$ cat src/rtl/tile_rom_arbiter.sv
// tile_rom_arbiter: shares one 32-bit graphics-ROM SDRAM read channel among
// four fetch requesters. Port 0 has fixed priority, bounded by a starvation
// limit. Ports 1-3 are served round-robin. One read is in flight at a time,
// and a watchdog aborts a read whose SDRAM acknowledge never arrives.
//
// Ports:
//   clk, reset_n        clock, asynchronous active-low reset
//   req[3:0]            per-port request; a rising edge starts a read
//   addr[83:0]          packed per-port word address, port i at [21*i +: 21]
//   data[31:0]          read data, valid while the matching rdy bit is high
//   rdy[3:0]            one-hot, one-cycle completion pulse
//   err                 pulses with rdy when the read timed out
//   ovf[3:0]            pulses when a new request replaced a pending one
//   busy                high while a read is outstanding
//   sdr_addr/sdr_req    SDRAM word address and one-cycle issue pulse
//   sdr_data/sdr_rdy    SDRAM read data and data-valid pulse
module tile_rom_arbiter #(
  parameter logic [24:0] BASE_ADDR    = 25'h0000000,
  parameter int unsigned STARVE_LIMIT = 4,
  parameter int unsigned TIMEOUT      = 64,
  localparam int unsigned NP  = 4,
  localparam int unsigned AW  = 21,
  localparam int unsigned DW  = 32,
  localparam int unsigned SAW = 25
) (
  input  logic             clk,
  input  logic             reset_n,
  input  logic [NP-1:0]    req,
  input  logic [NP*AW-1:0] addr,
  output logic [DW-1:0]    data,
  output logic [NP-1:0]    rdy,
  output logic             err,
  output logic [NP-1:0]    ovf,
  output logic             busy,
  output logic [SAW-1:0]   sdr_addr,
  output logic             sdr_req,
  input  logic [DW-1:0]    sdr_data,
  input  logic             sdr_rdy
);

  localparam int unsigned TW = 8;
  localparam int unsigned SW = $clog2(STARVE_LIMIT + 2);

  typedef enum logic {ST_IDLE, ST_WAIT} state_t;

  state_t                state_q, state_n;
  logic [NP-1:0]         pend_q, pend_n;
  logic [NP-1:0]         req_d_q;
  logic [NP-1:0][AW-1:0] paddr_q, paddr_n;
  logic [SW-1:0]         starve_q, starve_n;
  logic [1:0]            rr_last_q, rr_last_n;
  logic [1:0]            sel_q, sel_n;
  logic [TW-1:0]         timer_q, timer_n;
  logic [DW-1:0]         data_q, data_n;
  logic [NP-1:0]         rdy_q, rdy_n;
  logic [NP-1:0]         ovf_q, ovf_n;
  logic                  err_q, err_n;
  logic                  busy_q, busy_n;
  logic [SAW-1:0]        sdr_addr_q, sdr_addr_n;
  logic                  sdr_req_q, sdr_req_n;

  logic [NP-1:0]         edge_c;
  logic                  any_low_c;
  logic [1:0]            gsel_c;
  logic [1:0]            cand_c;

  assign edge_c = req & ~req_d_q;

  // Grant select: port 0 unless starved-out, else round-robin over 1..3.
  // The cyclic search runs backwards so the first hit after rr_last wins.
  always_comb begin
    gsel_c    = 2'd0;
    cand_c    = 2'd0;
    any_low_c = |pend_q[3:1];
    if (!(pend_q[0] && ((starve_q < SW'(STARVE_LIMIT)) || !any_low_c))) begin
      for (int k = 3; k >= 1; k--) begin
        cand_c = 2'(((int'(rr_last_q) + k - 1) % 3) + 1);
        if (pend_q[cand_c]) begin
          gsel_c = cand_c;
        end
      end
    end
  end

  // Next-state and registered-output logic.
  always_comb begin
    state_n    = state_q;
    pend_n     = pend_q;
    paddr_n    = paddr_q;
    starve_n   = starve_q;
    rr_last_n  = rr_last_q;
    sel_n      = sel_q;
    timer_n    = timer_q;
    data_n     = data_q;
    busy_n     = busy_q;
    sdr_addr_n = sdr_addr_q;
    rdy_n      = '0;
    ovf_n      = '0;
    err_n      = 1'b0;
    sdr_req_n  = 1'b0;

    unique case (state_q)
      ST_IDLE: begin
        if (|pend_q) begin
          sdr_addr_n     = BASE_ADDR | {4'b0, paddr_q[gsel_c]};
          sdr_req_n      = 1'b1;
          pend_n[gsel_c] = 1'b0;
          timer_n        = '0;
          busy_n         = 1'b1;
          sel_n          = gsel_c;
          state_n        = ST_WAIT;
          if (gsel_c == 2'd0) begin
            if (any_low_c) begin
              if (starve_q < SW'(STARVE_LIMIT)) begin
                starve_n = starve_q + 1'b1;
              end
            end else begin
              starve_n = '0;
            end
          end else begin
            starve_n  = '0;
            rr_last_n = gsel_c;
          end
        end
      end
      ST_WAIT: begin
        // sdr_rdy takes precedence over a coincident timeout.
        if (sdr_rdy) begin
          data_n       = sdr_data;
          rdy_n[sel_q] = 1'b1;
          busy_n       = 1'b0;
          state_n      = ST_IDLE;
        end else if (timer_q == TW'(TIMEOUT - 1)) begin
          data_n       = '0;
          rdy_n[sel_q] = 1'b1;
          err_n        = 1'b1;
          busy_n       = 1'b0;
          state_n      = ST_IDLE;
        end else begin
          timer_n = timer_q + 1'b1;
        end
      end
      default: state_n = ST_IDLE;
    endcase

    // Capture last so a same-cycle edge on the granted port stays pending.
    for (int i = 0; i < NP; i++) begin
      if (edge_c[i]) begin
        pend_n[i]  = 1'b1;
        paddr_n[i] = addr[AW*i +: AW];
        ovf_n[i]   = pend_q[i];
      end
    end
  end

  // State and output registers.
  always_ff @(posedge clk or negedge reset_n) begin
    if (!reset_n) begin
      state_q    <= ST_IDLE;
      pend_q     <= '0;
      req_d_q    <= '0;
      paddr_q    <= '0;
      starve_q   <= '0;
      rr_last_q  <= 2'd3;
      sel_q      <= 2'd0;
      timer_q    <= '0;
      data_q     <= '0;
      rdy_q      <= '0;
      ovf_q      <= '0;
      err_q      <= 1'b0;
      busy_q     <= 1'b0;
      sdr_addr_q <= '0;
      sdr_req_q  <= 1'b0;
    end else begin
      state_q    <= state_n;
      pend_q     <= pend_n;
      req_d_q    <= req;
      paddr_q    <= paddr_n;
      starve_q   <= starve_n;
      rr_last_q  <= rr_last_n;
      sel_q      <= sel_n;
      timer_q    <= timer_n;
      data_q     <= data_n;
      rdy_q      <= rdy_n;
      ovf_q      <= ovf_n;
      err_q      <= err_n;
      busy_q     <= busy_n;
      sdr_addr_q <= sdr_addr_n;
      sdr_req_q  <= sdr_req_n;
    end
  end

  assign data     = data_q;
  assign rdy      = rdy_q;
  assign err      = err_q;
  assign ovf      = ovf_q;
  assign busy     = busy_q;
  assign sdr_addr = sdr_addr_q;
  assign sdr_req  = sdr_req_q;

endmodule

$ cat config.mk
export PLATFORM = sky130hd
export DESIGN_NAME = tile_rom_arbiter
export DESIGN_NICKNAME = d
export VERILOG_FILES = /design/src/rtl/tile_rom_arbiter.sv
export SDC_FILE = /design/constraint.sdc
export NUM_CORES = 1
export LEC_CHECK = 0
export CORE_MARGIN = 8
export CORE_UTILIZATION = 30
export DETAILED_ROUTE_END_ITERATION = 16
export HOLD_SLACK_MARGIN = 0.02
export PLACE_DENSITY_LB_ADDON = 0.3
export SYNTH_ARGS = -nofsm -noshare
export SYNTH_HDL_FRONTEND = slang
export SYNTH_SLANG_ARGS = --single-unit
$ cat constraint.sdc
create_clock -name clk -period 7.67 [get_ports clk]
set_clock_uncertainty 0.15 [all_clocks]
set_input_delay 1.9175 -clock clk [delete_from_list [all_inputs] [get_ports clk]]
set_output_delay 1.9175 -clock clk [all_outputs]
set_load 0.01 [all_outputs]
=== After elaboration in Yosys (flattened, before gate mapping) ===
Cells that the tools add are included.
Widths: inputs -> output; s select.

* Divide/modulo/power cells: 3
* Reduce and logical (&&, ||, !) cells: 23
* $add $sub $neg: 11
* Mux-type cells: 50
* Equal/unequal tests: 10
* Order comparisons: 8
* Bitwise operators: 6

{| class="wikitable"
|+ Operators by type and width
! operator !! number
|-
| $mod 32x3->32 const B || 3
|-
| $mux 32 || 2
|-
| $bmux 21 s2 || 1
|-
| $mux 8 || 3
|-
| $mux 1 || 23
|-
| $mux 21 || 1
|-
| $mux 4 || 5
|-
| $pmux 8 s2 || 1
|-
| $lt 2x3->1 const B || 5
|-
| $reduce_and 2->1 || 7
|-
| $sub 3x1->4 const B || 3
|-
| $reduce_bool 2->1 || 5
|-
| $mux 3 || 3
|-
| $reduce_and 3->1 || 3
|-
| $add 8x1->8 const B || 1
|-
| $and 4x4->4 || 2
|-
| $eq 8x6->1 const B || 1
|-
| $mux 2 || 4
|-
| $ne 2x1->1 const B || 4
|-
| $not 4->4 || 2
|-
| $add 2x2->2 const B || 3
|-
| $add 2x2->3 const B || 2
|-
| $bmux 1 s2 || 3
|-
| $ne 2x2->1 const B || 3
|-
| 14 further kinds || 21
|}

* Output and inout bits: 68
* Bits of input ports: 123
* Register bits: 172

=== Logic depth before layout (Yosys ltp) ===
Gate-level depths: netlist of the first run.

* Depth in word-level cells: 19
* Mapped depth: 11

=== Least setup slack after synthesis of the first run ===
Ideal clock, no wire load.

* Kind: in2reg
* From: in req[0]
* To: reg paddr_q[0] in the netlist's numbering
* Buffers on the path: 2
* Slack: 4.473 ns
* Stages on the path: 4
* Required time: 7.395 ns
* Library setup time: 0.125 ns
* Data arrival time: 2.922 ns
* Cells stage by stage: nor2b_1 clkbuf_1 clkbuf_1 mux2_2

* Word-level cells in the longest chain between the ends: 1

{| class="wikitable"
|+ Ends and longest elaborated chain
! what !! line !! text
|-
| from (decl) || 28 || <nowiki>input logic [NP-1:0] req,</nowiki>
|-
| $and 4x4->4 || 67 || <nowiki>assign edge_c = req & ~req_d_q;</nowiki>
|-
| to (signal assigned) || 178 || <nowiki>paddr_q <= paddr_n;</nowiki>
|-
| to (decl) || 49 || <nowiki>logic [NP-1:0][AW-1:0] paddr_q, paddr_n;</nowiki>
|}

No other way between the ends.
A chain may end at the register's enable or synchronous reset.

=== Worst setup path in the final report of the first run ===
* From: reg rr_last_q[0]
* To: reg sdr_addr_q[5], in the netlist sdr_addr[5]

* Word-level cells in the longest chain between the ends: 12

{| class="wikitable"
|+ Ends and longest elaborated chain
! what !! line !! text
|-
| from (decl) || 51 || <nowiki>logic [1:0] rr_last_q, rr_last_n;</nowiki>
|-
| from (signal assigned) || 180 || <nowiki>rr_last_q <= rr_last_n;</nowiki>
|-
| $add 2x2->3 || 77 || <nowiki>cand_c = 2'(((int'(rr_last_q) + k - 1) % 3) + 1);</nowiki>
|-
| $sub 3x1->4 || 77 ||
|-
| $mod 32x3->32 || 77 ||
|-
| $add 2x2->2 || 77 ||
|-
| $bmux 1 s2 || 78 || <nowiki>if (pend_q[cand_c]) begin</nowiki>
|-
| $mux 1 (implied by the code) || 78 ||
|-
| $mux 2 (2 in a row) || 78 ||
|-
| $mux 2 * || 78 ||
|-
| $mux 2 * || 75 || <nowiki>if (!(pend_q[0] && ((starve_q < SW'(STARVE_LIMIT)) || !any_low_c))) begin</nowiki>
|-
| $bmux 21 s2 * || 105 || <nowiki>sdr_addr_n = BASE_ADDR | {4'b0, paddr_q[gsel_c]};</nowiki>
|-
| $mux 21 (implied by the code) * || 105 ||
|-
| to (signal assigned) || 188 || <nowiki>sdr_addr_q <= sdr_addr_n;</nowiki>
|-
| to (decl) || 59 || <nowiki>logic [SAW-1:0] sdr_addr_q, sdr_addr_n;</nowiki>
|}

Every way passes the cells marked *; elsewhere a longest branch is shown, timed or not. The select of a mux whose other input is x is not followed.

==> results of run 1 <==
## cell families after synthesis
kind of cell | count (synthesis) | synth area share
other | 1 | 0.000515
XOR/XNOR | 5 | 0.00602
buffers and inverters | 49 | 0.0333
AND/OR/NAND/NOR | 101 | 0.0670
adder cells (fa/ha/maj) | 5 | 0.00860
flip-flops | 172 | 0.592
AO/OA/AOI/OAI | 85 | 0.0990
multiplexers | 129 | 0.194
## state kept, by name, indices dropped and copies added, names as in the netlist, 4 cells and up
register / count
paddr_q: 84
timer_q: 8
ovf: 4
pend_q: 4
data: 32
sdr_addr: 21
req_d_q: 4
rdy: 4
## path summary, 6_finish.rpt
check / endpoint / start / slack (ps) / cells after the start
min in group asynchronous: data[6] / reset_n / 1330 / 1
setup / recovery: sdr_addr[5] / rr_last_q[0] / 3550 / 8
hold / removal: sdr_addr[1] / sdr_addr[1] / 340 / 1
setup reg to reg: sdr_addr[5] / rr_last_q[0] / 3550 / 8
max in group asynchronous: paddr_q[83] / reset_n / 4670 / 2
hold reg to reg: sdr_addr[1] / sdr_addr[1] / 340 / 1
## power breakdown
group	leakage [nW]	switching, mW	internal (mW)	total (mW)
clock	0.272	0.370	0.488	0.858
combinational	2.09	0.734	0.774	1.51
sequential	2.08	0.175	1.17	1.34
## metal layers
layer / part of all wire / vias up / track usage
met5: 0.0012 / - / 0
met1: 0.45 / 2477 / 0.171
met3: 0.10 / 18 / 0.0571
met4: 0.011 / 4 / 0.0360
li1: - / 2310 / -
met2: 0.44 / 181 / 0.200
## synth_stat cells, drive strengths merged, types with 5 or more instances
| cell type | count |
|---|---|
| dfrtp | 170 |
| mux2 | 85 |
| mux2i | 43 |
| nor2 | 33 |
| a22o | 32 |
| clkbuf | 28 |
| nor3 | 22 |
| a211o | 20 |
| buf | 15 |
| nand2 | 13 |
| o21ai | 8 |
| inv | 6 |
| nor2b | 6 |
| a21oi | 5 |
| and2 | 5 |
| ha | 5 |
| nand2b | 5 |
| nand3 | 5 |
| o31ai | 5 |
## per-stage QoR
stage	std cells	worst slack (ps)	area [um^2]	hold slack, ps	utilization
5_1_grt	1058	3290	10000	360	0.416
6_report	1058	3550	10000	343	0.416
2_1_floorplan	550	4470	7290	305	-
3_3_place_gp	1028	3540	9450	318	0.392
4_1_cts	1058	3500	10000	346	0.416
3_5_place_dp	1028	3500	9450	331	0.392
## final cells by class
class                           count  area [um^2]  share of cell area
Tap cell                          324          405              0.0404
Inverter                            6         22.5             0.00225
Clock buffer                       18          439              0.0438
Clock inverter                     12          139              0.0139
Multi-Input combinational cell    329         2770               0.276
Sequential cell                   172         4310               0.430
Timing Repair Buffer              197         1950               0.194
## critical path: stages (launching register included)
cell and delay (ps):
dfstp_2 550, inv_1 50, ha_1 440, mux4_2 630, o31ai_4 930, buf_4 610
mux2i_1 280, nor3_1 70, a211o_1 260
==> results_dict.tcl, run 1 <==
set metrics [dict create \
    gp_congestion 0.756 \
    grt_overflow_total 0 \
    cts_tree "yes" \
    routed_wirelength_um 19500 \
    yosysSeqAreaShare 0.592 \
    port_buffers 186 \
    io_pins 191 \
    antenna_found_initial 2 \
    synth-edff-count 0 \
    clock-sinks 172 \
    dp_hpwl_um 14000 \
    die-width_um 172 \
    ant_nets 0 \
    grtUsageTotal 0.132 \
    rsz0062_at_grt "no" \
    fmax_mhz 242 \
    synth_flop_cell "dfrtp_1" \
    initial_core_util 0.302 \
    worstPathMaxFanout 32 \
    drive_gt1_frac 0.192 \
    drt-pass1-iter-count 4 \
    vias_per_cell 4.72 \
    final_nets 851 \
    syn_inst 547 \
    crit_arrival_ps 4280 \
    diodes 0 \
    cts_buffers 17 \
    cp-start-kind "flop" \
    synthArstFlopShare 1.00 \
    yosysWarningCount 0 \
    fin_setup_tns_ps 0 \
    outcome "complete, no violations" \
    clk_latency_ps 430 \
    wl_per_cell_um 18.4 \
    dieHeight_um 172 \
    ys_ff_latch 172 \
    synth_cell_type_count 49 \
    hold_class "reg2reg" \
    synthTopCellsByArea "dfrtp_1 (58%), mux2_2 (13%), mux2i_1 (5.9%)" \
    grt_max_degree 74 \
    final_cell_mix "clkdlybuf4s50_1 (185), dfrtp_1 (170), mux2_2 (85), mux2i_1 (43), nor2_1 (33)" \
    fin_crit_sh 0.538 \
    required_ps 7830 \
    grt_pass1_vias 5270 \
    core_um2 24100 \
    slew_headroom 0.258 \
    vias 4990 \
    clock_path_buffers 2 \
    fill_cells 2351 \
    cap_violations 0 \
    syn_area_um2 7280 \
    setup_viol 0 \
    finalMaxSlewViolations 0 \
    rows 57 \
    cts.htree.levels 4 \
    cts_hold_buf 0 \
    synth_top_area_frac 0.584 \
    cts.repair.resized 0 \
    hold_viol_final 0 \
    vdd_drop_max_mv 0.224 \
    final_common_cell "clkdlybuf4s50_1" \
    power_mw 3.71 \
    clk_pin_slew_ps 70 \
    power.density_nw_per_um2 370 \
    synthToLayoutAreaGrowth_pct 37.7 \
    clock_tree.root_cell "clkbuf_16" \
    drtIter0Drc 260 \
    critPathKind "reg2reg" \
    grt_pass1_wl_um 29800 \
    synth.largest_area_cell "dfrtp_1" \
    drc 0 \
    max_slew.worst_pin.slew_ps 1110 \
    syn_avg_cell_area_um2 13.3 \
    p_leak_nw 4.44 \
    post_cts_buffers 0 \
    cp-end-kind "flop" \
    fin_crit_ps 4120 \
    die_area_um2 29500 \
]
Note: power is estimated with default switching activity, not from simulation.
==> inputs of run 2 (changes only) <==
==> constraint.sdc (replaced) <==
create_clock -name clk -period 4 [get_ports clk]
set_clock_uncertainty 0.15 [all_clocks]
set_input_delay 1 -clock clk [delete_from_list [all_inputs] [get_ports clk]]
set_output_delay 1 -clock clk [all_outputs]
set_load 0.01 [all_outputs]
==> run 2 against run 1 <==
  * Hold slack got worse by 5.9 ps
  * Sequential share of layout area fell by 0.30 points
  * Count of clock-buffer cells in the layout rose by 1
  * Fmax rose by 28%
  * Die area did not move
  * Core utilization rose by 0.29 points
  * Via count fell by 0.36%
  * Register-to-register slack got worse by 2800 ps
  * First-iteration DRC count rose by 49%
  * Power rose by 94%
  * Routed wire length rose by 0.43%
  * Non-clock buffer count rose by 2
  * Critical path type unchanged
==> results_dict.tcl, run 2 (same netlist as run 1, synthesis figures left out) <==
set metrics [dict create \
    outcome "complete, no violations" \
    final_cell_mix "clkdlybuf4s50_1 (185), dfrtp_1 (170), mux2_2 (85), mux2i_1 (43), nor2_1 (33)" \
    drive_gt1_frac 0.195 \
    final_nets 853 \
    top_register "paddr_q" \
    cap_violations 0 \
    ant_nets 0 \
    largest_register_ffs 84 \
    max_slew.worst_pin.slew_ps 1050 \
    wl_per_cell_um 18.4 \
    synthToLayoutAreaGrowth_pct 38.7 \
    clk_latency_ps 420 \
    die-width_um 172 \
    grt_overflow_total 0 \
    cts_buffers 17 \
    vias_per_cell 4.68 \
    fin_crit_sh 0.809 \
    grt_max_degree 109 \
    fill_cells 2306 \
    vdd_drop_max_mv 0.438 \
    drc 0 \
    power_frac_comb 0.405 \
    post_cts_buffers 0 \
    clock-sinks 172 \
    cp-start-kind "flop" \
    hold_class "reg2reg" \
    cts_hold_buf 0 \
    dp_hpwl_um 14100 \
    port_buffers 186 \
    fmax_mhz 309 \
    clock_tree.root_cell "clkbuf_16" \
    reg2reg_from "rr_last_q[0]" \
    register_area_um2 4310 \
    clk_pin_slew_ps 70 \
    fin_setup_tns_ps 0 \
    antenna_found_initial 3 \
    diodes 0 \
    worstPathMaxFanout 35 \
    hold_viol_final 0 \
    grt_pass1_wl_um 30300 \
    dieHeight_um 172 \
    finish.instance_area_um2 10100 \
    initial_core_util 0.302 \
    slew_headroom 0.302 \
    power.density_nw_per_um2 712 \
    io_pins 191 \
    clock_path_buffers 2 \
    cts_tree "yes" \
    cts.htree.levels 4 \
    final_common_cell "clkdlybuf4s50_1" \
    grt_pass1_vias 5375 \
    drt-pass1-iter-count 4 \
    setup_viol 0 \
    cts.repair.resized 0 \
    finalMaxSlewViolations 0 \
    multi_input_area_um2 2770 \
    p_int_mw 4.76 \
    final_core_util 0.419 \
    vias 4972 \
    routed_wirelength_um 19600 \
    critPathKind "reg2reg" \
    drtIter0Drc 388 \
    cp-end-kind "flop" \
    rows 57 \
    rsz0062_at_grt "no" \
    die_area_um2 29500 \
    p_sw_frac 0.338 \
    worstHoldStart "sdr_addr[12]" \
    core_um2 24100 \
    gp_congestion 0.761 \
    p_switching_mw 2.42 \
    clock_power_share 0.237 \
    place_area_um2 9490 \
    seqPwrFrac 0.358 \
    required_ps 4160 \
    cp-startpoint "rr_last_q[0]" \
    crit_arrival_ps 3390 \
    p_leak_nw 4.48 \
    fin_crit_ps 3230 \
    grtUsageTotal 0.134 \
]
==> run 2: through the flow <==
step / worst slack, ps / hold slack (ps) / std cells / power [mW]
after detailed placement: 741 / 325 / 1030 / 5.56
after CTS: 723 / 340 / 1062 / 7.31
final: 766 / 337 / 1062 / 7.18
after global placement: 761 / 318 / 1030 / 5.51
after floorplan: 1070 / 305 / 550 / 4.39
after global routing: 592 / 356 / 1062 / 7.65
==> run 2: cell type report <==
| class | count | area share |
|---|---|---|
| repair buffers | 199 | 0.197 |
| clock buffers | 19 | 0.0439 |
| flip-flops and latches | 172 | 0.427 |
| clock inverters | 13 | 0.0164 |
| multi-input cells | 329 | 0.274 |
| well taps | 324 | 0.0402 |
| inverters | 6 | 0.00223 |
==> run 2: path summary, 6_finish.rpt <==
| kind | to | slack (ps) | cells past startpoint |
|---|---|---|---|
| worst max-delay path | sdr_addr[14] | 770 | 8 |
| worst min-delay path | sdr_addr[12] | 340 | 1 |
| worst max register to register | sdr_addr[14] | 770 | 8 |
| worst min register to register | sdr_addr[12] | 340 | 1 |
| max in group asynchronous | paddr_q[51] | 2240 | 2 |
| min in group asynchronous | data[10] | 540 | 1 |
==> run 2: power by group through the flow <==
stage	clock network [mW]	registers [mW]	logic [mW]
global route	1.83	2.64	3.18
finish	1.70	2.57	2.91
CTS	1.76	2.58	2.97
global placement	0	2.60	2.91
detailed placement	0	2.60	2.96
floorplan	0	2.63	1.75
==> run 2: metal layers <==
| metal | up-vias | global-route usage | part of all wire |
|---|---|---|---|
| met2 | 169 | 0.205 | 0.45 |
| met1 | 2463 | 0.174 | 0.45 |
| met3 | 21 | 0.0544 | 0.092 |
| li1 | 2313 | - | - |
| met5 | - | 0 | 0.0016 |
| met4 | 6 | 0.0319 | 0.014 |
==> run 2: critical path: stages, from the launching register on <==
cell and delay (ps):
dfstp_2 540, inv_1 50, ha_1 450, mux4_2 620, o31ai_4 320, buf_12 290, mux2i_1 310, nor3_1 100
a211o_1 270
